**src/rtl/pmu_seq.sv**
```systemverilog
// pmu_seq: per-domain idle-driven power sequencer (isolate, power off, wake with ack/timeout).
// Define PMU_RETENTION_EN to add the retention SAVE/RESTORE states and their pulses.
module pmu_seq #(
    parameter int unsigned NUM_DOM     = 4,
    parameter int unsigned IDLE_THRESH = 2,
    parameter int unsigned ISO_SETUP   = 1,
    parameter int unsigned ACK_TIMEOUT = 16
) (
    input  logic               clk,
    input  logic               rst,
    input  logic [NUM_DOM-1:0] i_idle,
    input  logic [NUM_DOM-1:0] i_pwr_ack,
    output logic [NUM_DOM-1:0] o_iso_en,
    output logic [NUM_DOM-1:0] o_pwr_off,
    output logic [NUM_DOM-1:0] o_ret_save,
    output logic [NUM_DOM-1:0] o_ret_restore,
    output logic [NUM_DOM-1:0] o_dom_on,
    output logic [NUM_DOM-1:0] o_pwr_err,
    output logic               o_busy
);
    localparam int unsigned MAX_IS  = (IDLE_THRESH > ISO_SETUP) ? IDLE_THRESH : ISO_SETUP;
    localparam int unsigned MAX_CNT = (MAX_IS > ACK_TIMEOUT) ? MAX_IS : ACK_TIMEOUT;
    localparam int unsigned CW      = $clog2(MAX_CNT + 1);

    localparam logic [CW-1:0] IDLE_LIM = CW'(IDLE_THRESH);
    localparam logic [CW-1:0] ISO_LIM  = CW'(ISO_SETUP);
    localparam logic [CW-1:0] ACK_LIM  = CW'(ACK_TIMEOUT);

`ifdef PMU_RETENTION_EN
    typedef enum logic [2:0] {StOn, StIso, StSave, StOff, StUp, StRestore} state_e;
`else
    typedef enum logic [2:0] {StOn, StIso, StOff, StUp} state_e;
`endif

    logic [NUM_DOM-1:0] w_iso;
    logic [NUM_DOM-1:0] w_off;
    logic [NUM_DOM-1:0] w_on;
    logic [NUM_DOM-1:0] w_err;
    logic [NUM_DOM-1:0] w_save;
    logic [NUM_DOM-1:0] w_restore;

    for (genvar g = 0; g < NUM_DOM; g++) begin : g_dom
        state_e        r_state;
        state_e        w_nxt;
        logic [CW-1:0] r_cnt;
        logic [CW-1:0] w_cnt_d;
        logic [CW-1:0] w_cnt_inc;
        logic          w_err_set;
        logic          r_iso;
        logic          r_off;
        logic          r_on;
        logic          r_err;

        // One shared counter: idle run in ON, setup time in ISO, ack wait in UP.
        assign w_cnt_inc = (r_cnt == {CW{1'b1}}) ? r_cnt : r_cnt + CW'(1);

        always_comb begin
            w_nxt     = r_state;
            w_cnt_d   = r_cnt;
            w_err_set = 1'b0;
            unique case (r_state)
                StOn: begin
                    if (!i_idle[g]) begin
                        w_cnt_d = '0;
                    end else if (w_cnt_inc >= IDLE_LIM) begin
                        w_cnt_d = '0;
                        w_nxt   = StIso;
                    end else begin
                        w_cnt_d = w_cnt_inc;
                    end
                end
                StIso: begin
                    if (w_cnt_inc >= ISO_LIM) begin
                        w_cnt_d = '0;
`ifdef PMU_RETENTION_EN
                        w_nxt   = StSave;
`else
                        w_nxt   = StOff;
`endif
                    end else begin
                        w_cnt_d = w_cnt_inc;
                    end
                end
`ifdef PMU_RETENTION_EN
                StSave: begin
                    w_cnt_d = '0;
                    w_nxt   = StOff;
                end
                StRestore: begin
                    w_cnt_d = '0;
                    w_nxt   = StOn;
                end
`endif
                StOff: begin
                    w_cnt_d = '0;
                    if (!i_idle[g]) begin
                        w_nxt = StUp;
                    end
                end
                StUp: begin
                    if (i_pwr_ack[g]) begin
                        w_cnt_d = '0;
`ifdef PMU_RETENTION_EN
                        w_nxt   = StRestore;
`else
                        w_nxt   = StOn;
`endif
                    end else if (w_cnt_inc >= ACK_LIM) begin
                        w_cnt_d   = '0;
                        w_err_set = 1'b1;
                        w_nxt     = StOff;
                    end else begin
                        w_cnt_d = w_cnt_inc;
                    end
                end
                default: begin
                    w_cnt_d = '0;
                    w_nxt   = StOn;
                end
            endcase
        end

        // Outputs are decoded from the next state so they change on the same edge as the state.
        always_ff @(posedge clk or posedge rst) begin
            if (rst) begin
                r_state <= StOn;
                r_cnt   <= '0;
                r_iso   <= 1'b0;
                r_off   <= 1'b0;
                r_on    <= 1'b1;
                r_err   <= 1'b0;
            end else begin
                r_state <= w_nxt;
                r_cnt   <= w_cnt_d;
                r_iso   <= (w_nxt != StOn);
                r_off   <= (w_nxt == StOff);
                r_on    <= (w_nxt == StOn);
                r_err   <= r_err | w_err_set;
            end
        end

`ifdef PMU_RETENTION_EN
        logic r_save;
        logic r_restore;

        always_ff @(posedge clk or posedge rst) begin
            if (rst) begin
                r_save    <= 1'b0;
                r_restore <= 1'b0;
            end else begin
                r_save    <= (w_nxt == StSave);
                r_restore <= (w_nxt == StRestore);
            end
        end

        assign w_save[g]    = r_save;
        assign w_restore[g] = r_restore;
`else
        assign w_save[g]    = 1'b0;
        assign w_restore[g] = 1'b0;
`endif

        assign w_iso[g] = r_iso;
        assign w_off[g] = r_off;
        assign w_on[g]  = r_on;
        assign w_err[g] = r_err;
    end

    assign o_iso_en      = w_iso;
    assign o_pwr_off     = w_off;
    assign o_dom_on      = w_on;
    assign o_pwr_err     = w_err;
    assign o_ret_save    = w_save;
    assign o_ret_restore = w_restore;
    assign o_busy        = |(~(w_on | w_off));

endmodule
```
**config.mk**
```make
export PLATFORM = sky130hd
export DESIGN_NAME = pmu_seq
export DESIGN_NICKNAME = d
export VERILOG_FILES = /design/src/rtl/pmu_seq.sv
export SDC_FILE = /design/constraint.sdc
export NUM_CORES = 1
export LEC_CHECK = 0
export BUFFER_PORTS_ARGS = -buffer_cell sky130_fd_sc_hd__buf_2
export CAP_MARGIN = 20
export CORE_MARGIN = 10
export CORE_UTILIZATION = 60
export DETAILED_ROUTE_END_ITERATION = 10
export HOLD_SLACK_MARGIN = 0.03
export PLACE_DENSITY_LB_ADDON = 0.15
export SLEW_MARGIN = 25
export SYNTH_ARGS = -nofsm -noshare
export SYNTH_HDL_FRONTEND = slang
export SYNTH_SLANG_ARGS = --single-unit
```
**constraint.sdc**
```tcl
create_clock -name clk -period 3.3 [get_ports clk]
set_input_delay 0.165 -clock clk [delete_from_list [all_inputs] [get_ports clk]]
set_output_delay 0.165 -clock clk [all_outputs]
set_load 0.1 [all_outputs]
```
==> flow_summary.toml <==
[outcome]
outcome = "finished with violations"
violations = "hold timing"

[sta]
finClkSkew_ps = 8.19
setup_viol = 0
fin_crit_ps = 2080
period_share_pct = 63.1
drv_slew = 0
hold_ws_ps = -20.9
max_slew_margin_pct = 48.1
grt_setup_unrepaired = "false"
hold_violations = 44
tightest_slew_ps = 777
max_freq_mhz = 480
fin_setup_tns_ps = 0

[worst_hold_path]
holdCritPathClass = "in -> async"

[floorplan]
start_util_pct = 63.8
row_count = 22
dieWidth_um = 83.3
dieHeight_um = 83.3
io_pins = 35
dieArea_mm2 = 0.00695
core_mm2 = 0.00377

[synth]
synthTopCellsByCount = "dfrtp_1, buf_4, nand2_1"
synth_cell_types = 43
synth_edf_count = 0
synth_area_mm2 = 0.00241
yosys_warnings = 0
synth_async_sr_flop_share_pct = 100
yosysTopAreaCell = "dfrtp_1"
synth-seq-cells = 48
yosys-top-cells-area = "dfrtp_1, buf_4, dfstp_2"
syn_avg_cell_area_um2 = 10.0
synthFlopType = "dfrtp_1"
syn_inst = 240
seq_area_frac_synth_pct = 50.1
yosysMostFrequentCell = "dfrtp_1"
netlist.area_leader.share_pct = 45.7

[clocking]
path_clk_slew_ps = 90
cts_setup_buffers = 0
cts_tree = "done"
cts_sinks = 48
cts_root_buf = "clkbuf_8"
post_cts_resized = 0
clock_path_buffers = 2
htreeDepth = 2
holdBufCountCts = 0
clk_latency_ps = 300
cts_buffers = 5

[drt]
drt_pass1_iterations = 4
wl_met1_mm = 1.93
first_iter_violations = 92
wire_per_inst_um = 13.3
drtAntennaViolNets = 0
route.detailed.drc = 0
route.met2.wl_mm = 1.84
top_layer = "met4"
met3RoutedLength_um = 330
vias_per_cell = 5.30
vias = 1660
wl_mm = 4.15

[global_route]
grt_usage_pct = 11.8
first_global_vias = 1558
grt-ovfl-total = 0
grt_max_degree = 49
grt_pass1_wl_mm = 7.03
antenna_found_initial = 0

[worst_setup_path]
ff2ff_path_depth = 7
cp_top_family = "simple AND/OR/NAND/NOR gates"
r2r_setup_slack_ps = 1220
worstPathRequired_ps = 3490
rr_endpoint = "g_dom[3].r_off"
criticalPathCategory = "reg -> reg"
cp_slowest_stage_delay_ps = 420
reg2reg_from = "g_dom[3].r_cnt[0]"
critPathMaxFanout = 5
cp.arrival_ps = 2270
slowest_stage = "dfrtp_1"
cp-start-kind = "flip-flop"
cp_cell_sequence = "inv_1, ha_1, or3_4, nor4_4, nand2_1, a211o_1, and3_1"
critPathBufInv = 1
end_kind = "flip-flop"
crit_start = "g_dom[3].r_cnt[0]"

[final_layout]
stdcell_count = 313
diodes = 0
fin_util_pct = 68.5
fin_nets = 280
syn2layout_area_growth_pct = 7.28
drive_gt1_share_pct = 16.2
fin_area_mm2 = 0.00258

[placed_design]
routabilityCongestion = 0.835
dp_cells = 305
portBuffers = 26
place_hpwl_mm = 3.03
dpl_cell_area_mm2 = 0.00247

[flow_run]
drv_cap = 0

[power_and_ir_drop]
p_per_area_mw_per_mm2 = 538
ir_drop_v = 0.000322
p_leak_nw = 1.21
## placed cells by master (no fill, tap or decap), types with 5 or more instances in the layout
| cell | n |
|---|---|
| inv_1 | 10 |
| nor4b_1 | 7 |
| a21oi_1 | 17 |
| ha_1 | 6 |
| nand2_1 | 20 |
| nand3_1 | 5 |
| nor3_1 | 8 |
| o21ai_0 | 8 |
| nand2b_1 | 7 |
| buf_2 | 26 |
| dfrtp_1 | 44 |
| nor2_1 | 19 |
| and2_1 | 7 |
| conb_1 | 16 |
| clkbuf_8 | 5 |
## report_power, final
group / switching (mW) / total (mW) / leakage, nW / internal (mW)
Combinational: 0.268 / 0.321 / 0.538 / 0.0531
Clock: 0.188 / 0.413 / 0.0552 / 0.225
Sequential: 0.0305 / 0.656 / 0.618 / 0.626
## flip-flops by register name, summed over array words and instances (netlist names)
name / flops
g_dom.r_cnt: 20
g_dom.r_on: 4
g_dom.r_off: 4
g_dom.r_state: 12
g_dom.r_err: 4
g_dom.r_iso: 4
## cell type report
class,count,area [um^2]
Multi-Input combinational cell,172,1040
Timing Repair Buffer,26,130
Clock buffer,6,72.6
Sequential cell,48,1210
Inverter,11,42.5
Fill cell,323,1190
Clock inverter,2,35.0
Tap cell,48,60.1
## worst max path at each step
stage / end / slack [ps] / depth (start not counted)
6_report: g_dom[3].r_off / 1220 / 7
5_1_grt: g_dom[3].r_off / 1070 / 7
4_1_cts: g_dom[3].r_off / 1210 / 7
3_5_place_dp: g_dom[3].r_off / 1210 / 7
3_3_place_gp: g_dom[3].r_off / 1270 / 7
2_1_floorplan: o_busy / 1210 / 1
## stage by stage
stage                     hold slack [ps]  power, mW  worst slack, ps
final                               -20.9       1.39             1220
after global routing                 36.1       1.45             1070
after CTS                            65.7       1.41             1210
after detailed placement              388      0.990             1210
after global placement                378      0.988             1270
after floorplan                       262      0.976             1210
## cells by family after synthesis
group | after synthesis | synth area share, %
AO/OA/AOI/OAI | 45 | 11.9
XOR/XNOR | 7 | 2.55
adder cells (fa/ha/maj) | 6 | 3.12
buffers and inverters | 35 | 9.20
flip-flops | 48 | 50.1
other | 1 | 0.156
AND/OR/NAND/NOR | 98 | 23.0
## layer usage
metal / vias to the layer above / global-route usage [%]
met2: 48 / 17.7
met3: 4 / 4.88
met1: 764 / 14.5
met4: 0 / 5.08
li1: 844 / -
met5: - / 0
No activity file was read; power rests on OpenSTA's default activity.
